`src/rtl/lfsr_sampler_if.sv`:
```
// Signal bundle between the LFSR source, the board pins and lfsr_sampler.
// The sampler sits on the slave side; the driver of rnd_in/btn/auto_en is the master.
interface lfsr_sampler_if #(
    parameter int NBIT = 8
);
    logic [NBIT-1:0] rnd_in;
    logic            btn;
    logic            auto_en;
    logic [NBIT-1:0] sample;
    logic [7:0]      sample_cnt;
    logic [7:0]      seg_hi;
    logic [7:0]      seg_lo;
    logic            lock_err;
    logic            miss;

    modport master (
        output rnd_in, btn, auto_en,
        input  sample, sample_cnt, seg_hi, seg_lo, lock_err, miss
    );

    modport slave (
        input  rnd_in, btn, auto_en,
        output sample, sample_cnt, seg_hi, seg_lo, lock_err, miss
    );
endinterface

```
`src/rtl/lfsr_sampler.sv`:
```
// Captures the LFSR word on a debounced key press or periodic tick and shows the
// low byte on two active-low 7-segment digits; flags all-zero captures and dropped triggers.

module hex7seg (
    input  logic [3:0] nib,
    output logic [7:0] seg
);
    // {dp,g,f,e,d,c,b,a}, 0 = lit, dp held off
    always_comb begin
        seg = 8'hFF;
        case (nib)
            4'h0: seg = 8'hC0;
            4'h1: seg = 8'hF9;
            4'h2: seg = 8'hA4;
            4'h3: seg = 8'hB0;
            4'h4: seg = 8'h99;
            4'h5: seg = 8'h92;
            4'h6: seg = 8'h82;
            4'h7: seg = 8'hF8;
            4'h8: seg = 8'h80;
            4'h9: seg = 8'h90;
            4'hA: seg = 8'h88;
            4'hB: seg = 8'h83;
            4'hC: seg = 8'hC6;
            4'hD: seg = 8'hA1;
            4'hE: seg = 8'h86;
            4'hF: seg = 8'h8E;
            default: seg = 8'hFF;
        endcase
    end
endmodule

module lfsr_sampler #(
    parameter int NBIT  = 8,
    parameter int DIV_W = 24
) (
    input  logic          clk,
    input  logic          rst,
    lfsr_sampler_if.slave bus
);
    typedef enum logic [1:0] {IDLE, CAPT, WAIT_REL} state_t;

    state_t            state, state_nxt;
    logic [3:1]        bsync;
    logic [DIV_W-1:0]  div;
    logic [NBIT-1:0]   sample;
    logic [7:0]        cnt;
    logic [7:0]        seg_hi, seg_lo;
    logic              lock_err, miss;
    logic              man_trig, auto_trig, trig;
    logic              cap, drop;
    logic [1:0][7:0]   seg_nxt;

    // bsync[1] absorbs metastability; a press is a rising edge seen between bsync[2] and bsync[3]
    assign man_trig  = bsync[2] & ~bsync[3];
    assign auto_trig = bus.auto_en & (div == {DIV_W{1'b1}});
    assign trig      = man_trig | auto_trig;

    for (genvar d = 0; d < 2; d++) begin : g_dig
        hex7seg u_hex (
            .nib (sample[4*d +: 4]),
            .seg (seg_nxt[d])
        );
    end

    always_ff @(posedge clk) begin
        if (!rst) state <= IDLE;
        else      state <= state_nxt;
    end

    always_comb begin
        state_nxt = state;
        cap       = 1'b0;
        drop      = 1'b0;
        case (state)
            IDLE: begin
                if (trig) begin
                    cap       = 1'b1;
                    state_nxt = CAPT;
                end
            end
            CAPT: begin
                drop      = trig;
                state_nxt = bsync[2] ? WAIT_REL : IDLE;
            end
            WAIT_REL: begin
                drop = trig;
                if (!bsync[2]) state_nxt = IDLE;
            end
            default: state_nxt = IDLE;
        endcase
    end

    always_ff @(posedge clk) begin
        if (!rst) begin
            bsync    <= '0;
            div      <= '0;
            sample   <= '0;
            cnt      <= '0;
            seg_hi   <= 8'hFF;
            seg_lo   <= 8'hFF;
            lock_err <= 1'b0;
            miss     <= 1'b0;
        end else begin
            bsync <= {bsync[2:1], bus.btn};
            div   <= bus.auto_en ? div + DIV_W'(1) : '0;
            if (cap) begin
                sample   <= bus.rnd_in;
                cnt      <= cnt + 8'd1;
                lock_err <= (bus.rnd_in == '0);
            end
            // digits follow the capture by one cycle, decoded from the registered sample
            if (state == CAPT) begin
                seg_hi <= seg_nxt[1];
                seg_lo <= seg_nxt[0];
            end
            if (drop) miss <= 1'b1;
        end
    end

    assign bus.sample     = sample;
    assign bus.sample_cnt = cnt;
    assign bus.seg_hi     = seg_hi;
    assign bus.seg_lo     = seg_lo;
    assign bus.lock_err   = lock_err;
    assign bus.miss       = miss;
endmodule

```
`src/flat_wrapper.sv`:
```
// flat-port wrapper written by rule: the top's interface ports become plain ports
module lfsr_sampler_flat 
#(
    parameter int NBIT  = 8,
    parameter int DIV_W = 24
)
  (clk, rst, bus_rnd_in, bus_btn, bus_auto_en, bus_sample, bus_sample_cnt, bus_seg_hi, bus_seg_lo, bus_lock_err, bus_miss);
  lfsr_sampler_if #(.NBIT(NBIT)) bus_i ();
  input  logic clk;
  input  logic rst;
  input wire logic [$bits(bus_i.rnd_in)-1:0] bus_rnd_in;
  input wire logic [$bits(bus_i.btn)-1:0] bus_btn;
  input wire logic [$bits(bus_i.auto_en)-1:0] bus_auto_en;
  output wire logic [$bits(bus_i.sample)-1:0] bus_sample;
  output wire logic [$bits(bus_i.sample_cnt)-1:0] bus_sample_cnt;
  output wire logic [$bits(bus_i.seg_hi)-1:0] bus_seg_hi;
  output wire logic [$bits(bus_i.seg_lo)-1:0] bus_seg_lo;
  output wire logic [$bits(bus_i.lock_err)-1:0] bus_lock_err;
  output wire logic [$bits(bus_i.miss)-1:0] bus_miss;
  assign bus_i.rnd_in = bus_rnd_in;
  assign bus_i.btn = bus_btn;
  assign bus_i.auto_en = bus_auto_en;
  assign bus_sample = bus_i.sample;
  assign bus_sample_cnt = bus_i.sample_cnt;
  assign bus_seg_hi = bus_i.seg_hi;
  assign bus_seg_lo = bus_i.seg_lo;
  assign bus_lock_err = bus_i.lock_err;
  assign bus_miss = bus_i.miss;
  lfsr_sampler #(.NBIT(NBIT), .DIV_W(DIV_W)) u_core (.clk(clk), .rst(rst), .bus(bus_i));
endmodule
```
`config.mk`:
```
export PLATFORM = sky130hd
export DESIGN_NAME = lfsr_sampler_flat
export DESIGN_NICKNAME = d
export VERILOG_FILES = /design/src/rtl/lfsr_sampler_if.sv /design/src/rtl/lfsr_sampler.sv /design/src/flat_wrapper.sv
export SDC_FILE = /design/constraint.sdc
export NUM_CORES = 1
export LEC_CHECK = 0
export CAP_MARGIN = 20
export CORE_ASPECT_RATIO = 1.2
export CORE_UTILIZATION = 48
export CTS_CLUSTER_DIAMETER = 100
export DETAILED_ROUTE_END_ITERATION = 10
export PLACE_DENSITY = 0.77
export SYNTH_ARGS = -nofsm -noshare
export SYNTH_HDL_FRONTEND = slang
export SYNTH_SLANG_ARGS = --single-unit
```
`constraint.sdc`:
```
create_clock -name clk -period 3.05 [get_ports clk]
set_clock_uncertainty 0.2 [all_clocks]
set_input_delay 0.915 -clock clk [delete_from_list [all_inputs] [get_ports clk]]
set_output_delay 0.915 -clock clk [all_outputs]
set_load 0.01 [all_outputs]
```
-- Yosys cells after proc, flatten, opt, wreduce, memory -nomap -nowiden
Memory sizes are Yosys's and may differ from the RTL's. A register that Yosys moved wholly into a read port is not among the register bits.
Cells that the tools add are included.
- bits in registers: 63
- memory bits (read-only): 224
- bits of input ports: 12
- output and inout bits: 34
- word-level logic and storage cells: 36
- memories: 2
- $add $sub $neg: 2
- equality and inequality tests: 5
- muxes and demuxes: 7
- bitwise gates (word level): 4
- reductions and logical operators: 7
- memory list (name ; words ; width ; rd ports ; clocked after memory_dff ; wr ports ; RTL line ; text):
    (name not given) ; 16 ; 7 ; 1 ; 1 ; 0 ; lfsr_sampler.sv:11 ; case (nib)
    (name not given) ; 16 ; 7 ; 1 ; 1 ; 0 ; lfsr_sampler.sv:11 ;
- operators by type and width (operator ; number):
    $add 24x1->24 const B ; 1
    $eq 24x24->1 const B ; 1
    $add 8x1->8 const B ; 1
    $logic_not 8->1 ; 1
    $mux 2 ; 3
    $pmux 2 s3 ; 1
    $reduce_and 2->1 ; 2
    $mux 1 ; 3
    $and 1x1->1 ; 2
    $eq 2x1->1 const B ; 1
    $eq 2x2->1 const B ; 1
    $logic_not 1->1 ; 2
    $logic_not 2->1 ; 1
    $ne 2x1->1 const B ; 1
    $ne 2x2->1 const B ; 1
    $reduce_or 2->1 ; 1
    $not 1->1 ; 1
    $or 1x1->1 ; 1

-- Longest topological paths before layout
Gate-level depths: netlist of the first run.
- word-level depth: 5
- gate-level depth with buffers: 9
- mapped depth without buffers: 7

-- Cells and area by module
A second synthesis of the first run with hierarchy kept.
- cells, all modules: 340
- area total of the unflattened synthesis: 3166.8 sq um
- modules (own cells, without submodules) (module ; instances ; cells an instance ; area an instance (sq um) ; seq. area each (sq um)):
    lfsr_sampler ; 1 ; 272 ; 2593.7 ; 1261.2
    hex7seg ; 2 ; 34 ; 286.5 ; 0.0

-- Worst setup path before layout of the first run
Ideal clock, no wire load.
- kind: input to register
- start point: in bus_auto_en
- end point: reg u_core.cnt[5], in the netlist u_core.bus.sample_cnt[5]
- setup time: 0.070 ns
- data arrival time: 1.947 ns
- required time: 2.780 ns
- setup slack: 0.832 ns
- stages: 5
- path buffers: 0
- path through: nand3_1 > nor3_1 > a32oi_2 > or4_1 > a21oi_1
- cells in the longest elaborated chain, start to end: 4
- RTL lines (what ; RTL line ; text):
    from (decl) ; flat_wrapper.sv:13 ; input wire logic [$bits(bus_i.auto_en)-1:0] bus_auto_en;
    $and 1x1->1 ; lfsr_sampler.sv:56 ; assign auto_trig = bus.auto_en & (div == {DIV_W{1'b1}});
    $or 1x1->1 ; lfsr_sampler.sv:57 ; assign trig = man_trig | auto_trig;
    $mux 1 ; lfsr_sampler.sv:77 ; if (trig) begin
    $mux 1 ; lfsr_sampler.sv:75 ; case (state)
    to (signal assigned) ; lfsr_sampler.sv:109 ; cnt <= cnt + 8'd1;
    to (decl) ; lfsr_sampler.sv:47 ; logic [7:0] cnt;
Every way passes these cells.
A chain may end at the register's enable or synchronous reset.

-- Worst setup path after layout of the first run
- start point: reg u_core.sample[2], in the netlist u_core.bus.sample[2]
- end point: out bus_sample[2]
- RTL lines (what ; RTL line ; text):
    from (decl) ; lfsr_sampler.sv:46 ; logic [NBIT-1:0] sample;
    from (signal assigned) ; lfsr_sampler.sv:108 ; sample <= bus.rnd_in;
    to (decl) ; flat_wrapper.sv:14 ; output wire logic [$bits(bus_i.sample)-1:0] bus_sample;
No word-level cell between the ends.

==> flow_summary.yaml, run 1 <==
clock_network:
  root_buffer: "sky130_fd_sc_hd__clkbuf_8"
  cts_resized: 0
  tritoncts.num_buffers: 9
  tritoncts: "yes"
  cts_sinks: 61
  clock_tree.htree_level_count: 3
  clock_tree.buffer_depth: 2
  post_cts_buffers: 0
  worst_skew_pair.late_latency_ns: 0.34
  cts_hold_repair.buffers: 0
  cts_clk_pin_slew_worst_paths_ns: 0.07
worst_setup_path:
  regToRegSetupSlack_ns: 0.75
  r2r.worst_path.cells: 6
  total_number_of_cells_along_the_worst_setup_path: 1
  critical_path.max_fanout: 12
  rr_endpoint: "u_core.bus.sample_cnt[3]"
  category_of_cells_accounting_for_the_largest_share_of_critical_path_delay: "buffers and inverters"
  worst-setup-path-type: "flip-flop to primary output"
  critPathRequiredTime_ns: 1.93
  slowest_stage: "sky130_fd_sc_hd__clkdlybuf4s50_1"
  worst_r2r_startpoint: "u_core.div[9]"
  path_cells: "clkdlybuf4s50_1"
  slowest_delay_ns: 0.61
  critical_path_buf_inv_count: 1
  critPathLaunchType: "flip-flop"
  arrival_ns: 1.49
  critPathCaptureType: "primary output"
global_routing:
  grt_first_pass_wirelength_um: 10200
  grt_overflow_total: 0
  grt_start_max_net_pins: 28
  globalRouteTotalUtil_pct: 20.3
  first_global_vias: 2358
  initial_antenna_violation_count: 0
synthesis:
  synth_simple_gate_area_share_pct: 21.3
  synthAdderAreaFrac_pct: 7.15
  share_of_synthesized_area_occupied_by_flip_flops_and_latches_pct: 41.1
  synth_edf_count: 0
  synthesis.area_um2: 2970
  syn-instance-count: 340
  ys_ff_latch: 61
  yosys_most_used_dff: "sky130_fd_sc_hd__dfxtp_1"
  synth.area.mux_share_pct: 7.24
  synth_compound_area_share_pct: 12.5
  postSynth.asyncResetShare_pct: 0
  ys_types: 42
  dominant_combinational_cell_family_by_area_after_synthesis: "simple AND/OR/NAND/NOR gates"
  ys_warns: 0
  post_synth_xor_area_fraction_pct: 5.60
  synth.avg_cell_area_um2: 8.74
detailed_routing:
  route.detailed.wl_per_inst_um: 12.6
  routed_wl_um: 5930
  route.detailed.vias_per_inst: 5.27
  first_pass_iters: 4
  drtAntennaViolNets: 0
  vias: 2489
  route.detailed.drc: 0
  initialDrtViolationCount: 93
place:
  dp_worst_setup_slack_ns: 0.131
  placedInstanceArea_um2: 3490
  routability_driven_placement_congestion_ratio: 0.770
  place_inst: 456
  hpwl_um: 4150
  io_buffer_count: 43
final_layout:
  cell_count_final_fillers_out: 472
  final_core_utilization_pct: 61.8
  design_area_um2: 3720
  n_antenna_cell: 0
  area.growth.synth_to_final_pct: 25.0
  nFillCells: 519
  final_layout_size_suffix_gt1_share_pct: 8.72
  nNetsFinal: 414
floorplanning:
  start_util_pct: 49.4
  die_w_um: 73.8
  die_h_um: 88.2
  core_region_area_um2: 6010
  boundaryPins: 46
  floorplan.rows: 31
  die_area_um2: 6510
sta:
  worst_pin_slew_ns: 0.843
  max_slew_headroom_pct: 43.8
  layout_worst_path_cycle_share_pct: 85.4
  period_needed_ns: 2.61
  fin_setup_tns_ns: 0
  postLayoutSetupSlackWorst_ns: 0.445
  maxSlewViolCount: 0
  grt_setup_unrepaired: "false"
  fin_worst_hold_slack_ns: 0.247
  setup_violation_total_in_the_final_timing_report: 0
  max_freq_mhz: 384
  hold_viol: 0
power_and_ir_drop:
  fin_total_pwr_mw: 1.78
  vdd_drop_max_v: 0.000369
  powerDensity_nw_per_um2: 479
  leak_nw: 1.37
min_path:
  worst_hold_startpoint: "u_core.bsync[1]"
  timing.hold.worst_endpoint: "u_core.bsync[2]"
  hold_depth: 1
  path_category_of_the_worst_min_delay_check: "flip-flop to flip-flop"
outcome:
  outcome: "completed"
flow_run:
  cap_violations: 0
## worst max-delay path by stage
stage	from	slack (ns)	endpoint
4_1_cts	u_core.bus.sample[2]	0.44	bus_sample[2]
2_1_floorplan	bus_auto_en	0.83	u_core.bus.sample_cnt[5]
5_1_grt	bus_auto_en	0.37	u_core.bus.sample_cnt[6]
3_5_place_dp	bus_auto_en	0.13	u_core.bus.sample_cnt[5]
3_3_place_gp	bus_auto_en	0.17	u_core.bus.sample_cnt[7]
6_report	u_core.bus.sample[2]	0.44	bus_sample[2]
## final cells by class
| type | instances | area (µm²) | area share, % |
|---|---|---|---|
| Multi-Input combinational cell | 245 | 1600 | 43.2 |
| Clock buffer | 10 | 138 | 3.70 |
| Clock inverter | 6 | 93.8 | 2.52 |
| Sequential cell | 61 | 1220 | 32.9 |
| Tap cell | 82 | 103 | 2.76 |
| Timing Repair Buffer | 52 | 498 | 13.4 |
| Inverter | 16 | 60.1 | 1.62 |
## synth_stat cells, drive strengths merged (2+ instances only)
cell    number  area, µm²
buf          7       46.3
xnor2        3       26.3
o21ai       24        120
o211ai      12       90.1
nor2        37        139
clkbuf      12       45.0
nor4         2       12.5
a21oi       18       90.1
dfxtp       61       1220
and4         2       17.5
nand2       29        109
nand2b       2       12.5
nor3         4       36.3
or3         10       62.6
xor2        16        140
mux2         2       22.5
a31oi        2       12.5
and3         3       18.8
nand3       18       90.1
o311ai       2       17.5
mux2i       17        170
inv         16       60.1
and2         5       31.3
ha          17        213
or2          2       12.5
nand4        7       58.8
a32oi        2       25.0
## registers in the layout, summed over array words and instances, names as in the netlist
name,flops
u_core.bus.sample_cnt,8
u_core.bus.lock_err,1
u_core.state,2
u_core.div,24
u_core.bus.sample,8
u_core.bus.seg_lo,7
u_core.bus.miss,1
u_core.bsync,3
u_core.bus.seg_hi,7
## power breakdown
group	total [mW]	internal [mW]	leakage [nW]	switching, mW
registers	0.828	0.814	0.494	0.0145
logic	0.141	0.0704	0.761	0.0708
clock network	0.813	0.487	0.113	0.325
## cells in the final DEF (no fill, tap or decap), types with 2 or more instances in the layout
| master | n |
|---|---|
| sky130_fd_sc_hd__dfxtp_1 | 61 |
| sky130_fd_sc_hd__clkdlybuf4s50_1 | 43 |
| sky130_fd_sc_hd__nor2_1 | 37 |
| sky130_fd_sc_hd__nand2_1 | 29 |
| sky130_fd_sc_hd__o21ai_0 | 24 |
| sky130_fd_sc_hd__a21oi_1 | 18 |
| sky130_fd_sc_hd__nand3_1 | 18 |
| sky130_fd_sc_hd__mux2i_1 | 17 |
| sky130_fd_sc_hd__ha_1 | 17 |
| sky130_fd_sc_hd__inv_1 | 16 |
| sky130_fd_sc_hd__xor2_1 | 16 |
| sky130_fd_sc_hd__o211ai_1 | 12 |
| sky130_fd_sc_hd__or3_1 | 10 |
| sky130_fd_sc_hd__clkbuf_8 | 10 |
| sky130_fd_sc_hd__buf_4 | 9 |
| sky130_fd_sc_hd__nand4_1 | 6 |
| sky130_fd_sc_hd__and2_1 | 5 |
| sky130_fd_sc_hd__and3_1 | 3 |
| sky130_fd_sc_hd__xnor2_1 | 3 |
| sky130_fd_sc_hd__nand2b_1 | 2 |
| sky130_fd_sc_hd__and4_1 | 2 |
| sky130_fd_sc_hd__nor3_1 | 2 |
| sky130_fd_sc_hd__a31oi_1 | 2 |
| sky130_fd_sc_hd__or2_2 | 2 |
| sky130_fd_sc_hd__mux2_2 | 2 |
| sky130_fd_sc_hd__o311ai_0 | 2 |
| sky130_fd_sc_hd__nor4_1 | 2 |
| sky130_fd_sc_hd__conb_1 | 2 |
| sky130_fd_sc_hd__bufinv_16 | 2 |
| sky130_fd_sc_hd__clkinv_4 | 2 |
## per-layer routing
| metal | share of wire [%] | wire (µm) | global-route usage, % | vias to the layer above |
|---|---|---|---|---|
| met4 | 1.8 | 106 | 9.27 | 0 |
| met3 | 3.7 | 221 | 5.13 | 10 |
| met1 | 45 | 2650 | 24.0 | 1164 |
| met5 | 0 | 0 | 0 | - |
| met2 | 50 | 2950 | 34.3 | 51 |
| li1 | - | - | - | 1264 |
## cells by family (layout without fill, tap and decap cells)
logic type	Yosys count	after routing
adders and majority gates	17	17
AOI/OAI and AO/OA	62	62
buffers and inverters	35	84
DFF	61	61
and+or+nand+nor	125	125
xor gates and xnor gates	19	19
other	1	2
muxes	20	20
Note: power is estimated with default switching activity, not from simulation.
==> inputs of run 2 (changes only) <==
Settings changed: CTS_BUF_LIST set to sky130_fd_sc_hd__clkbuf_4 sky130_fd_sc_hd__clkbuf_8.
==> results of run 2 <==
Same layout as run 1: the final DEF is identical, and so are final timing and power.
==> inputs of run 3 (changes only) <==
Settings changed: CELL_PAD_IN_SITES_DETAIL_PLACEMENT set to 0, CELL_PAD_IN_SITES_GLOBAL_PLACEMENT set to 2, CORE_MARGIN set to 5, CORE_UTILIZATION 48 to 34, CTS_CLUSTER_DIAMETER 100 to 120, PLACE_DENSITY 0.77 to 0.88.
==> run 3 against run 2 <==
Compared with the run above:
- die area increased by 65%
- sequential power about the same
- critical endpoint is now bus_sample[0]
- total power down 0.98%
- fmax up 1.4%
- core utilization is 18 points lower
- non-clock buffer count rose by 4
- global-route usage down 7.1 points
- worst hold slack lost 0.0092 ns
- via count fell by 0.52%
- wire length grew 9.7%
- combinational power increased by 3%
- register-to-register slack gained 0.09 ns
==> flow_summary.yaml, run 3 (same netlist as run 1, synthesis figures left out) <==
outcome:
  outcome: "completed"
global_routing:
  globalRouteTotalUtil_pct: 13.2
  grt_first_pass_wirelength_um: 11100
  grt_start_max_net_pins: 28
  initial_antenna_violation_count: 0
  grt_overflow_total: 0
  first_global_vias: 2386
worst_setup_path:
  critPathRequiredTime_ns: 1.93
  cp-startpoint: "u_core.bus.sample[0]"
  critical_path_buf_inv_count: 1
  slowest_delay_ns: 0.62
  arrival_ns: 1.46
  slowest_stage: "sky130_fd_sc_hd__clkdlybuf4s50_1"
  worst_r2r_startpoint: "u_core.div[0]"
  critical_path.max_fanout: 8
  category_of_cells_accounting_for_the_largest_share_of_critical_path_delay: "buffers and inverters"
  worst-setup-path-type: "flip-flop to primary output"
  path_cells: "clkdlybuf4s50_1"
  critPathLaunchType: "flip-flop"
  critPathCaptureType: "primary output"
clock_network:
  worst_skew_pair.late_latency_ns: 0.34
  post_cts_buffers: 0
  clock_tree.buffer_depth: 2
  cts_hold_repair.buffers: 0
  tritoncts.num_buffers: 9
  cts_clk_pin_slew_worst_paths_ns: 0.08
  clock_tree.htree_level_count: 3
  tritoncts: "yes"
  cts_resized: 0
  root_buffer: "sky130_fd_sc_hd__clkbuf_8"
  cts_sinks: 61
detailed_routing:
  route.detailed.vias_per_inst: 4.85
  route.detailed.wl_per_inst_um: 12.7
  drtAntennaViolNets: 0
  routed_wl_um: 6500
  initialDrtViolationCount: 59
  route.detailed.drc: 0
  first_pass_iters: 4
  vias: 2476
final_layout:
  final_core_utilization_pct: 44.1
  top_register: "u_core.div"
  layout.cells.most_common: "sky130_fd_sc_hd__dfxtp_1"
  multi_input_area_um2: 1600
  largest_register_ffs: 24
  final_layout_size_suffix_gt1_share_pct: 9.64
  regArea_um2: 1220
  area.growth.synth_to_final_pct: 27.1
  nNetsFinal: 418
  n_antenna_cell: 0
  nFillCells: 849
  most-common-layout-cells: "sky130_fd_sc_hd__dfxtp_1, sky130_fd_sc_hd__clkdlybuf4s50_1, sky130_fd_sc_hd__nor2_1, sky130_fd_sc_hd__nand2_1, sky130_fd_sc_hd__o21ai_0"
power_and_ir_drop:
  clock_power_share_pct: 44.9
  leak_nw: 1.39
  power_frac_seq_pct: 46.9
  switching_share_pct: 23.2
  power.switching_mw: 0.410
  vdd_drop_max_v: 0.000216
  p_comb_share_pct: 8.2
  powerDensity_nw_per_um2: 467
  cell_internal_pwr_mw: 1.36
place:
  hpwl_um: 4670
  routability_driven_placement_congestion_ratio: 0.775
  io_buffer_count: 43
floorplanning:
  die_area_um2: 10700
  die_w_um: 95.4
  floorplan.rows: 37
  die_h_um: 112
  start_util_pct: 34.7
  boundaryPins: 46
  core_region_area_um2: 8560
sta:
  fin_setup_tns_ns: 0
  fin_worst_hold_slack_ns: 0.238
  setup_violation_total_in_the_final_timing_report: 0
  worst_pin_slew_ns: 0.884
  grt_setup_unrepaired: "false"
  max_freq_mhz: 389
  maxSlewViolCount: 0
  hold_viol: 0
  period_needed_ns: 2.57
  layout_worst_path_cycle_share_pct: 84.3
  max_slew_headroom_pct: 41.0
min_path:
  path_category_of_the_worst_min_delay_check: "flip-flop to flip-flop"
  worst_hold_startpoint: "u_core.bsync[1]"
flow_run:
  cap_violations: 0
run 3: stage by stage:
step | setup slack (ns) | instance area [µm²] | total power, mW | std cells
finish | 0.480 | 3780 | 1.76 | 511
global route | 0.379 | 3780 | 1.84 | 511
CTS | 0.440 | 3780 | 1.80 | 511
detailed placement | 0.179 | 3560 | 0.993 | 495
global placement | 0.221 | 3560 | 0.992 | 495
floorplan | 0.832 | 2980 | 0.925 | 341
run 3: area by class of cell:
class	instances	share of cell area, %
Clock buffer	10	3.48
Clock inverter	6	2.29
Inverter	16	1.59
Multi-Input combinational cell	245	42.5
Sequential cell	61	32.3
Tap cell	117	3.88
Timing Repair Buffer	56	14.0
run 3: worst paths after layout:
| path | depth (start not counted) | slack (ns) | endpoint |
|---|---|---|---|
| worst max register to register | 7 | 0.84 | u_core.bus.sample_cnt[4] |
| worst min-delay path | 1 | 0.24 | u_core.bsync[2] |
| worst max-delay path | 1 | 0.48 | bus_sample[0] |
| worst min register to register | 1 | 0.24 | u_core.bsync[2] |
run 3: power by group through the flow:
stage | clock (mW) | combinational, mW | sequential [mW]
after floorplan | 0 | 0.0750 | 0.850
after global placement | 0 | 0.145 | 0.847
after detailed placement | 0 | 0.146 | 0.846
after CTS | 0.824 | 0.147 | 0.828
after global routing | 0.848 | 0.163 | 0.830
final | 0.792 | 0.145 | 0.828
run 3: per-layer routing:
layer,routed length [µm],vias to the layer above,track usage (%)
met4,121,0,5.77
met1,3040,1156,16.0
met5,0,-,0
met2,3070,37,21.0
li1,-,1273,-
met3,269,10,4.16
